==> src/rtl/byte_encode_stream.sv <==
// Streaming ByteEncode_d packer. It takes NUM_COEFFS coefficients, one per
// handshake, and emits the packed bit string one byte per handshake, LSB first.
// The width d is latched at start, so one instance serves every pk/ct path.
module byte_encode_stream #(
  parameter int NUM_COEFFS = 256,
  parameter int COEFF_W    = 16,
  parameter int Q          = 3329
) (
  input  logic               clk,
  input  logic               rst,
  input  logic               start,
  input  logic [3:0]         d_sel,
  output logic               busy,
  output logic               done,
  output logic               err,
  input  logic               coeff_valid,
  output logic               coeff_ready,
  input  logic [COEFF_W-1:0] coeff_data,
  output logic               byte_valid,
  input  logic               byte_ready,
  output logic [7:0]         byte_data,
  output logic               byte_last
);
  localparam int CW = $clog2(NUM_COEFFS + 1);
  localparam int BW = $clog2(NUM_COEFFS * 12 / 8 + 1);
  localparam logic signed [COEFF_W+1:0] QS = (COEFF_W + 2)'(Q);

  typedef enum logic [1:0] {IDLE, RUN, DONE} state_t;
  state_t state, state_nxt;

  logic [3:0]    d_q;
  logic [19:0]   acc;     // holds at most 7 leftover bits plus one 12-bit value
  logic [4:0]    cnt;
  logic [CW-1:0] taken;
  logic [BW-1:0] sent;
  logic [BW-1:0] last_idx;
  logic          d_ok, coeff_hs, byte_hs;
  logic [11:0]   val, mask;
  logic signed [COEFF_W+1:0] xs, xr;
  logic          unused_bits;

  assign d_ok     = (d_sel != 4'd0) && (d_sel <= 4'd12);
  assign coeff_hs = coeff_valid && coeff_ready;
  assign byte_hs  = byte_valid && byte_ready;
  assign last_idx = BW'((NUM_COEFFS / 8) * int'(d_q) - 1);

  // Coefficient mapping: d=12 reduces a value in (-Q, 2Q) into [0, Q); smaller d just masks.
  always_comb begin
    xs = {{2{coeff_data[COEFF_W-1]}}, coeff_data};
    if (xs < 0)        xr = xs + QS;
    else if (xs >= QS) xr = xs - QS;
    else               xr = xs;
    mask = (12'd1 << d_q) - 12'd1;
    val  = (d_q == 4'd12) ? xr[11:0] : (coeff_data[11:0] & mask);
  end
  assign unused_bits = ^xr[COEFF_W+1:12];

  // FSM state register
  always_ff @(posedge clk) begin
    if (rst) state <= IDLE;
    else     state <= state_nxt;
  end

  // FSM next state
  always_comb begin
    state_nxt = state;
    case (state)
      IDLE:    if (start && d_ok) state_nxt = RUN;
      RUN:     if (byte_hs && byte_last) state_nxt = DONE;
      DONE:    state_nxt = IDLE;
      default: state_nxt = IDLE;
    endcase
  end

  // FSM outputs and stream handshake signals
  always_comb begin
    busy        = (state == RUN);
    done        = (state == DONE);
    coeff_ready = (state == RUN) && (cnt < 5'd8) && (taken < CW'(NUM_COEFFS));
    byte_valid  = (state == RUN) && (cnt >= 5'd8);
    byte_last   = byte_valid && (sent == last_idx);
    byte_data   = acc[7:0];
  end

  // Datapath: the accumulator either absorbs a coefficient or drops a byte, never both
  always_ff @(posedge clk) begin
    if (rst) begin
      d_q   <= '0;
      acc   <= '0;
      cnt   <= '0;
      taken <= '0;
      sent  <= '0;
      err   <= 1'b0;
    end else begin
      err <= (state == IDLE) && start && !d_ok;
      if (state == IDLE && start && d_ok) begin
        d_q   <= d_sel;
        acc   <= '0;
        cnt   <= '0;
        taken <= '0;
        sent  <= '0;
      end else if (coeff_hs) begin
        acc   <= acc | (20'(val) << cnt);
        cnt   <= cnt + 5'(d_q);
        taken <= taken + 1'b1;
      end else if (byte_hs) begin
        acc  <= acc >> 8;
        cnt  <= cnt - 5'd8;
        sent <= sent + 1'b1;
      end
    end
  end
endmodule
==> config.mk <==
export PLATFORM = sky130hd
export DESIGN_NAME = byte_encode_stream
export DESIGN_NICKNAME = d
export VERILOG_FILES = /design/src/rtl/byte_encode_stream.sv
export SDC_FILE = /design/constraint.sdc
export NUM_CORES = 1
export LEC_CHECK = 0
export CORE_AREA = 4 4 103 105
export CTS_BUF_LIST = sky130_fd_sc_hd__clkbuf_16
export DETAILED_ROUTE_END_ITERATION = 6
export DIE_AREA = 0 0 107 109
export GPL_ROUTABILITY_DRIVEN = 0
export PLACE_DENSITY = 0.67
export SYNTH_ARGS = -nofsm -noshare
export SYNTH_HDL_FRONTEND = slang
export SYNTH_SLANG_ARGS = --single-unit
==> constraint.sdc <==
create_clock -name clk -period 5.6 [get_ports clk]
set_input_delay 0.56 -clock clk [delete_from_list [all_inputs] [get_ports clk]]
set_output_delay 0.56 -clock clk [all_outputs]
set_load 0.01 [all_outputs]
* Yosys cells after proc, flatten, opt, wreduce, memory -nomap -nowiden
Index checks and enable logic that the tools add are counted.
** Storage, ports and cells
- Bits in registers :: 50
- Latch bits :: 0
- Bits in writable memories :: 0
- ROM bits :: 0
- Input port bits :: 25
- Output and inout port bits :: 14
- Word-level logic and storage cells :: 61
- Memories :: 0
** Cells by class
- Add/sub/neg operators :: 8
- $mul :: 0
- Divide/modulo/power cells :: 0
- Magnitude comparators :: 6
- Equality and inequality tests :: 6
- Shifts and indexed selects :: 2
- Multiplexer cells :: 10
- Bitwise operators :: 3
- Reductions and logical operators :: 19
** Operators with widths (count)
- two-way mux 20 bit :: 2
- two-way mux 12 bit :: 3
- OR 20 bit :: 1
- << shifter 12 x 5 -> 20 bit :: 1
- adder 9 x 1 -> 9 bit (second input constant) :: 2
- >= comparator 16 x 13 -> 1 bit (second input constant) :: 1
- less-than comparator 16 x 1 -> 1 bit (second input constant) :: 1
- adder 12 x 11 -> 12 bit (second input constant) :: 1
- AND 12 bit :: 1
- logical AND 1 bit :: 12
- << shifter 1 x 4 -> 12 bit (first input constant) :: 1
- subtractor 12 x 1 -> 12 bit (second input constant) :: 1
- subtractor 12 x 11 -> 12 bit (second input constant) :: 1
- two-way mux 5 bit :: 2
- == test 9 bit :: 1
- less-than comparator 9 bit (second input constant) :: 1
- subtractor 9 x 1 -> 9 bit (second input constant) :: 1
- adder 5 x 4 -> 5 bit :: 1
- >= comparator 5 x 4 -> 1 bit (second input constant) :: 1
- less-than comparator 5 x 4 -> 1 bit (second input constant) :: 1
- subtractor 5 x 4 -> 5 bit (second input constant) :: 1
- == test 4 bit (second input constant) :: 1
- less-or-equal comparator 4 bit (second input constant) :: 1
- two-way mux 2 bit :: 2
- other kinds (12) :: 13

* Depth between registers and ports, before layout
Gate-level depths: netlist (run 1).
- Word-level depth :: 7
- Mapped depth :: 14
- Depth with buffers taken out :: 12

* Worst setup path after synthesis (run 1)
No wires, ideal clock.
- Path type :: input port to flip-flop
- From :: input coeff_data[1]
- To :: register acc[9]
- Setup time :: 0.086 ns
- Arrival :: 3.100 ns
- Required time :: 5.514 ns
- Setup slack :: 2.414 ns
- Stages :: 10
- Path buffers :: 0
- Cells stage by stage :: inv_1 -> ha_1 -> or4b_4 -> o21ai_2 -> nand3_2 -> a311oi_4 -> o32ai_2 -> mux4_2 -> or3_1 -> a221oi_2
** Between the ends
- Longest elaborated chain between the ends :: 7
- Elaborated cells on any way between the ends :: 11
- Classes of those cells :: add/sub: 2; order compare: 2; shift: 1; mux: 4; bitwise: 2
** RTL lines
- from (decl) :: line 18 : input logic [COEFF_W-1:0] coeff_data,
- >= comparator 16 x 13 -> 1 bit / subtractor 12 x 11 -> 12 bit (equally long branches) :: line 51 : else if (xs >= QS) xr = xs - QS;
- two-way mux 12 bit :: line 51
- two-way mux 12 bit :: line 50 : if (xs < 0) xr = xs + QS;
- two-way mux 12 bit * :: line 54 : val = (d_q == 4'd12) ? xr[11:0] : (coeff_data[11:0] & mask);
- << shifter 12 x 5 -> 20 bit * :: line 103 : acc <= acc | (20'(val) << cnt);
- OR 20 bit * :: line 103
- two-way mux 20 bit * :: line 102 : end else if (coeff_hs) begin
- to (signal assigned) :: line 103
- to (signal assigned) :: line 107 : acc <= acc >> 8;
- to (decl) :: line 32 : logic [19:0] acc;
Mark *: on every way between the ends. The rest lies on a longest branch, timed or not.
A chain may end at the register's enable or synchronous reset.

* Final worst setup path (run 1)
- From :: input coeff_data[15]
- To :: register acc[9]
** Between the ends
- Longest elaborated chain between the ends :: 7
- Elaborated cells on any way between the ends :: 8
- Classes of those cells :: order compare: 2; shift: 1; mux: 4; bitwise: 1
** RTL lines (line)
- >= comparator 16 x 13 -> 1 bit :: 51
- two-way mux 12 bit :: 51
- two-way mux 12 bit * :: 50
- two-way mux 12 bit * :: 54
- << shifter 12 x 5 -> 20 bit * :: 103
- OR 20 bit * :: 103
- two-way mux 20 bit * :: 102
Marks and branches as above.

==> impl_metrics.yaml, run 1 <==
status:
  status: "finished clean"
floorplanning:
  die_area_um2: 11700
  die_h_um: 109
  die_w_um: 107
  num_rows: 36
  core_um2: 9640
  initial_core_util: 0.447
  io_pins: 39
sta:
  finalCritPeriodShare: 0.743
  setup_viol: 0
  hold_violations: 0
  setup_tns_ns: 0
  finClkSkew_ns: 0.00483
  fin_crit_ns: 4.16
  rsz0062_at_grt: "false"
  slew_headroom: 0.379
  fmax_mhz: 240
  slew_violations: 0
  worst_slew_pin_slew_ns: 0.929
pwr:
  power_frac_comb: 0.288
  seq_power_share: 0.396
  p_switching_w: 0.000318
  p_clk_frac: 0.316
  ir_drop_v: 0.000116
  p_leak_nw: 1.67
  p_int_w: 0.000636
  powerDensity_nw_per_um2: 201
  swShare: 0.333
synth:
  synthDominantCellAreaShare: 0.232
  synth_top_area_cell: "dfxtp_1"
  async_flop_share: 0
  netlist_top_cells_area: "dfxtp_1 (23%), nand2_1 (6.2%), ha_1 (4.6%)"
  yosysMostFrequentCell: "nand2_1"
  avgSynthCellArea_um2: 7.75
  synth-edff-count: 0
  synth_nets: 598
  syn_inst: 556
  ys_seq_elements: 50
  synth_warnings: 0
  synth_area_um2: 4310
  synth_commonest_cells: "nand2_1 (71), dfxtp_1 (50), nor2_1 (49)"
  synth-main-ff-cell: "dfxtp_1"
  ys_seq_area_frac: 0.232
  synth_cell_types: 82
route:
  wire_per_inst_um: 16.9
  via_per_inst: 6.21
  drc: 0
  ant_nets: 0
  drtIter0Drc: 330
  dr_total_vias: 4306
  drtPass1Iterations: 5
  drt_wl_total_um: 11700
placement:
  post_dp_cell_area_um2: 4610
  hpwl_um: 8560
  portBuffers: 38
clocking:
  root_buffer: "clkbuf_16"
  ctsResizeCount: 0
  path_clk_slew_ns: 0.07
  post_cts_buffers: 0
  cts_tree: "done"
  cts_buffers: 5
  clock_latency_ns: 0.29
  cts_buffer_depth: 2
  cts_hold_buf: 0
  clock-sinks: 50
  cts_max_level: 2
setup_path:
  crit_path_top_delay_cell: "clkdlybuf4s50_1"
  reg2reg_depth: 12
  arrival_ns: 4.37
  reg2reg_from: "d_q[0]"
  cp-end-kind: "flip-flop"
  crit_end: "acc[9]"
  critPathLaunch: "coeff_data[15]"
  critPathMaxStageDelay_ns: 0.77
  r2r_end: "acc[9]"
  start_kind: "input port"
  required_ns: 5.81
  path_class: "input port to flip-flop"
  cp_cell_sequence: "clkdlybuf4s50_1, or4_4, a31oi_2, and3_1, o311a_2, o32ai_1, mux4_2, or3_1, a221oi_2"
  path_max_fanout: 22
  r2r_setup_slack_ns: 1.85
global_route:
  grt_antenna_before_repair: 0
  grt_overflow_total: 0
  grt_max_degree: 41
  grt_pass1_vias: 4054
  grt_pass1_wl_um: 19800
  track_usage: 0.205
flow_run:
  cap_violations: 0
finish:
  area_growth_pct: 10.2
  final_util: 0.493
  seq_area_um2: 1000
  nFillCells: 1006
  drive_gt1_frac: 0.0732
  multiInputGateArea_um2: 2960
  fin_nets: 601
  n_antenna_cell: 0
  stdcell_area_um2: 4750
min_path:
  hold_class: "flip-flop to flip-flop"
-- cell type report --
cell class | instances | share of cell area
Clock inverter | 3 | 0.00369
Timing Repair Buffer | 42 | 0.0864
Sequential cell | 50 | 0.211
Multi-Input combinational cell | 443 | 0.624
Inverter | 17 | 0.0134
Clock buffer | 5 | 0.0264
Tap cell | 133 | 0.0350
-- layout by cell type (no fill, tap or decap), types with 3 or more instances in the layout --
master / netlist / final
o22ai_1: 8 / 8
o211ai_1: 10 / 10
and3_2: 3 / 3
a211o_1: 3 / 3
a41oi_1: 3 / 3
o21ai_0: 23 / 23
nor2_1: 49 / 49
or3_1: 6 / 6
nand2b_1: 3 / 3
a211oi_1: 4 / 4
nand4_1: 11 / 11
and3_1: 10 / 10
nor3_1: 24 / 24
o221ai_1: 3 / 3
a31oi_1: 8 / 8
xor2_1: 12 / 12
dfxtp_1: 50 / 50
xnor2_1: 9 / 9
o21a_1: 5 / 5
a21o_1: 6 / 6
o41ai_1: 4 / 4
nor2b_1: 4 / 4
a222oi_1: 3 / 3
nand2_1: 71 / 71
o311a_2: 3 / 3
inv_1: 16 / 17
nor4_1: 10 / 10
a22oi_1: 4 / 4
clkbuf_16: 0 / 5
ha_1: 16 / 16
o31ai_1: 10 / 10
o32ai_1: 5 / 5
mux2_2: 5 / 5
buf_4: 14 / 4
mux2i_1: 14 / 14
nand3_1: 13 / 13
clkdlybuf4s50_1: 0 / 38
a21oi_1: 31 / 31
-- power by group through the flow --
stage | logic (W) | clock network (W) | registers [W]
3_3_place_gp | 0.000267 | 0 | 0.000386
3_5_place_dp | 0.000269 | 0 | 0.000386
6_report | 0.000275 | 0.000301 | 0.000378
5_1_grt | 0.000301 | 0.000318 | 0.000380
2_1_floorplan | 0.000198 | 0 | 0.000378
4_1_cts | 0.000270 | 0.000306 | 0.000378
-- per-stage QoR --
stage               hold slack [ns]  worst slack (ns)  instances  power, W
floorplan                     0.421              2.41        556  0.000576
global placement              0.446              1.27        685  0.000653
detailed placement            0.445              1.18        685  0.000654
CTS                           0.461              1.48        693  0.000954
global route                  0.488              1.24        693  0.000999
finish                        0.460              1.44        693  0.000954
-- sequential cells by signal (all words and copies together), names as in the netlist --
name	cells
state	2
d_q	4
err	1
taken	9
acc	20
sent	9
cnt	5
-- worst min path at each step --
stage | startpoint | to | slack (ns) | depth (start not counted)
floorplan | acc[16] | acc[16] | 0.42 | 2
global placement | acc[15] | acc[15] | 0.45 | 2
detailed placement | acc[16] | acc[16] | 0.45 | 2
CTS | acc[16] | acc[16] | 0.46 | 2
global route | acc[16] | acc[16] | 0.49 | 2
finish | acc[16] | acc[16] | 0.46 | 2
-- metal layers --
layer  vias to the layer above  track usage  wire (um)  share of wire
met5                         -            0          0              0
met4                         0       0.0521        210          0.018
met3                        21       0.0332        697          0.060
met2                       155        0.340       5440           0.47
met1                      2032        0.278       5340           0.46
li1                       2098            -          -              -
-- worst max-delay path, delay by kind of cell --
family	cells	cell delay, ns
and+or+nand+nor	3	1.61
muxes	1	0.52
AOI/OAI and AO/OA	4	0.89
buffers and inverters	1	0.77
-- cell families after synthesis --
family / synth area share
AO/OA/AOI/OAI: 0.285
XOR/XNOR: 0.0427
adder cells (fa/ha/maj): 0.0511
buffers and inverters: 0.0830
flip-flops: 0.232
multiplexers: 0.0560
AND/OR/NAND/NOR: 0.250
Note: power is estimated with default switching activity, not from simulation.
==> inputs of run 2 (changes only) <==
--- a/config.mk
+++ b/config.mk
@@ -10,7 +10,7 @@
 export DETAILED_ROUTE_END_ITERATION = 6
 export DIE_AREA = 0 0 107 109
 export GPL_ROUTABILITY_DRIVEN = 0
-export PLACE_DENSITY = 0.67
+export PLACE_DENSITY = 0.7
 export SYNTH_ARGS = -nofsm -noshare
 export SYNTH_HDL_FRONTEND = slang
 export SYNTH_SLANG_ARGS = --single-unit
==> constraint.sdc (replaced) <==
create_clock -name clk -period 3.5 [get_ports clk]
set_input_delay 0.35 -clock clk [delete_from_list [all_inputs] [get_ports clk]]
set_output_delay 0.35 -clock clk [all_outputs]
set_load 0.01 [all_outputs]
==> run 2 against run 1 <==
  * Setup slack lost 1.2 ns
  * Clock-buffer cell count is the same
  * Clock power grew 58%
  * Worst hold slack gained 0.0036 ns
  * Global-route usage grew 1.0 points
  * Cell count grew 7.1%
  * Register-to-register slack lost 1.6 ns
==> impl_metrics.yaml, run 2 (same netlist as run 1, synthesis figures left out) <==
min_path:
  hold_depth: 2
  hold_class: "flip-flop to flip-flop"
  hold_end: "acc[16]"
  hold_start: "acc[16]"
floorplanning:
  die_h_um: 109
  die_area_um2: 11700
  io_pins: 39
  num_rows: 36
  core_um2: 9640
  die_w_um: 107
  initial_core_util: 0.447
route:
  ant_nets: 0
  drc: 0
  wire_per_inst_um: 16.9
  drt_wl_total_um: 12500
  drtIter0Drc: 435
  drtPass1Iterations: 6
  dr_total_vias: 4512
  via_per_inst: 6.08
flow_run:
  cap_violations: 0
finish:
  largest_register_ffs: 20
  seq_area_um2: 1000
  n_antenna_cell: 0
  stdcell_area_um2: 5120
  fin_nets: 650
  top_register: "acc"
  top_regs: "acc (20), sent (9), taken (9)"
  drive_gt1_frac: 0.148
  final_util: 0.531
  area_growth_pct: 18.7
  final_cell_mix: "nand2_1 (71), buf_4 (53), dfxtp_1 (50), nor2_1 (49), clkdlybuf4s50_1 (38)"
  nFillCells: 933
  multiInputGateArea_um2: 2970
  final_common_cell: "nand2_1"
clocking:
  clock_latency_ns: 0.29
  cts_max_level: 2
  path_clk_slew_ns: 0.07
  post_cts_buffers: 0
  cts_tree: "done"
  clock-sinks: 50
  cts_buffer_depth: 2
  root_buffer: "clkbuf_16"
  cts_buffers: 5
global_route:
  grt_use_met1: 0.283
  grt_pass1_vias: 4295
  track_usage: 0.215
  grt_max_degree: 26
  grt_overflow_total: 0
  use_met2: 0.368
  grt_pass1_wl_um: 20800
  grt_antenna_before_repair: 0
  top_usage_layer: "met2"
  use_met3: 0.0349
placement:
  post_dp_cell_area_um2: 4970
  hpwl_um: 9430
  portBuffers: 38
pwr:
  ir_drop_v: 0.000209
  powerDensity_nw_per_um2: 310
  p_leak_nw: 1.90
status:
  status: "finished clean"
sta:
  fmax_mhz: 306
  worst_slew_pin_slew_ns: 0.714
  setup_tns_ns: 0
  slew_headroom: 0.523
  fin_crit_ns: 3.27
  rsz0062_at_grt: "false"
  finalCritPeriodShare: 0.935
  slew_violations: 0
  finClkSkew_ns: 0.00309
  setup_viol: 0
  hold_violations: 0
setup_path:
  required_ns: 3.71
  r2r_end: "acc[9]"
  arrival_ns: 3.48
  r2r_setup_slack_ns: 0.23
  cp-end-kind: "flip-flop"
  reg2reg_depth: 11
  reg2reg_from: "d_q[0]"
  start_kind: "input port"
  path_class: "input port to flip-flop"
  path_max_fanout: 9
[run 2: changes by cell type in the layout (fill, tap and decap cells not counted), sizes merged]
| cell | delta |
|---|---|
| buf | +49 |
| clkinv | +1 |
| inv | -1 |
[run 2: worst max-delay path by stage]
stage,startpoint,to,slack (ns)
6_report,coeff_data[0],acc[9],0.23
5_1_grt,d_q[0],acc[9],0.003
4_1_cts,d_q[0],acc[9],0.23
3_5_place_dp,coeff_data[0],acc[9],-0.04
3_3_place_gp,coeff_data[0],acc[9],0.06
2_1_floorplan,d_q[1],acc[9],0.39
[run 2: final cells by class]
| class | count | share of cell area |
|---|---|---|
| repair buffers | 91 | 0.152 |
| clock buffers | 5 | 0.0244 |
| clock inverters | 3 | 0.00318 |
| well taps | 133 | 0.0325 |
| multi-input cells | 443 | 0.580 |
| flip-flops and latches | 50 | 0.196 |
| inverters | 17 | 0.0125 |
[run 2: report_power, final]
| group | total [W] | leakage (nW) | internal (W) | switching (W) |
|---|---|---|---|---|
| Clock | 0.000475 | 0.0689 | 0.000262 | 0.000214 |
| Combinational | 0.000517 | 1.42 | 0.000223 | 0.000294 |
| Sequential | 0.000595 | 0.404 | 0.000582 | 0.0000127 |
| Total | 0.00159 | 1.90 | 0.00107 | 0.000520 |
[run 2: repair_timing]
action                                  4_1_cts  5_1_grt
endpoints found under the setup margin        0        1
hold endpoints to repair                      0        0
hold buffers                                  0        0
resized for setup                             0        1
[run 2: stage by stage]
step | worst slack (ns) | total power, W | hold slack (ns) | cells
after floorplan | 0.391 | 0.000922 | 0.421 | 556
final | 0.229 | 0.00159 | 0.463 | 742
after CTS | 0.229 | 0.00158 | 0.459 | 742
after global routing | 0.00292 | 0.00166 | 0.477 | 742
after global placement | 0.0645 | 0.00110 | 0.445 | 734
after detailed placement | -0.0442 | 0.00111 | 0.444 | 734
[run 2: critical path, stage by stage]
cell	delay (ns)
clkdlybuf4s50_1	0.47
buf_4	0.15
ha_1	0.17
nor2b_1	0.13
nand4_1	0.12
and3_1	0.29
buf_4	0.20
o41ai_1	0.35
o32ai_1	0.17
mux4_2	0.50
or3_1	0.34
a221oi_2	0.23
[run 2: metal layers]
layer / wire, um / part of all wire / up-vias
met4: 250 / 0.020 / 0
li1: - / - / 2187
met5: 0 / 0 / -
met1: 5500 / 0.44 / 2125
met3: 854 / 0.068 / 29
met2: 5910 / 0.47 / 171
==> inputs of run 3 (changes only) <==
--- a/config.mk
+++ b/config.mk
@@ -7,6 +7,7 @@
 export LEC_CHECK = 0
 export CORE_AREA = 4 4 103 105
 export CTS_BUF_LIST = sky130_fd_sc_hd__clkbuf_16
+export CTS_CLUSTER_SIZE = 14
 export DETAILED_ROUTE_END_ITERATION = 6
 export DIE_AREA = 0 0 107 109
 export GPL_ROUTABILITY_DRIVEN = 0
==> results of run 3 <==
The final DEF is identical to that of run 2; final timing and power are the same.
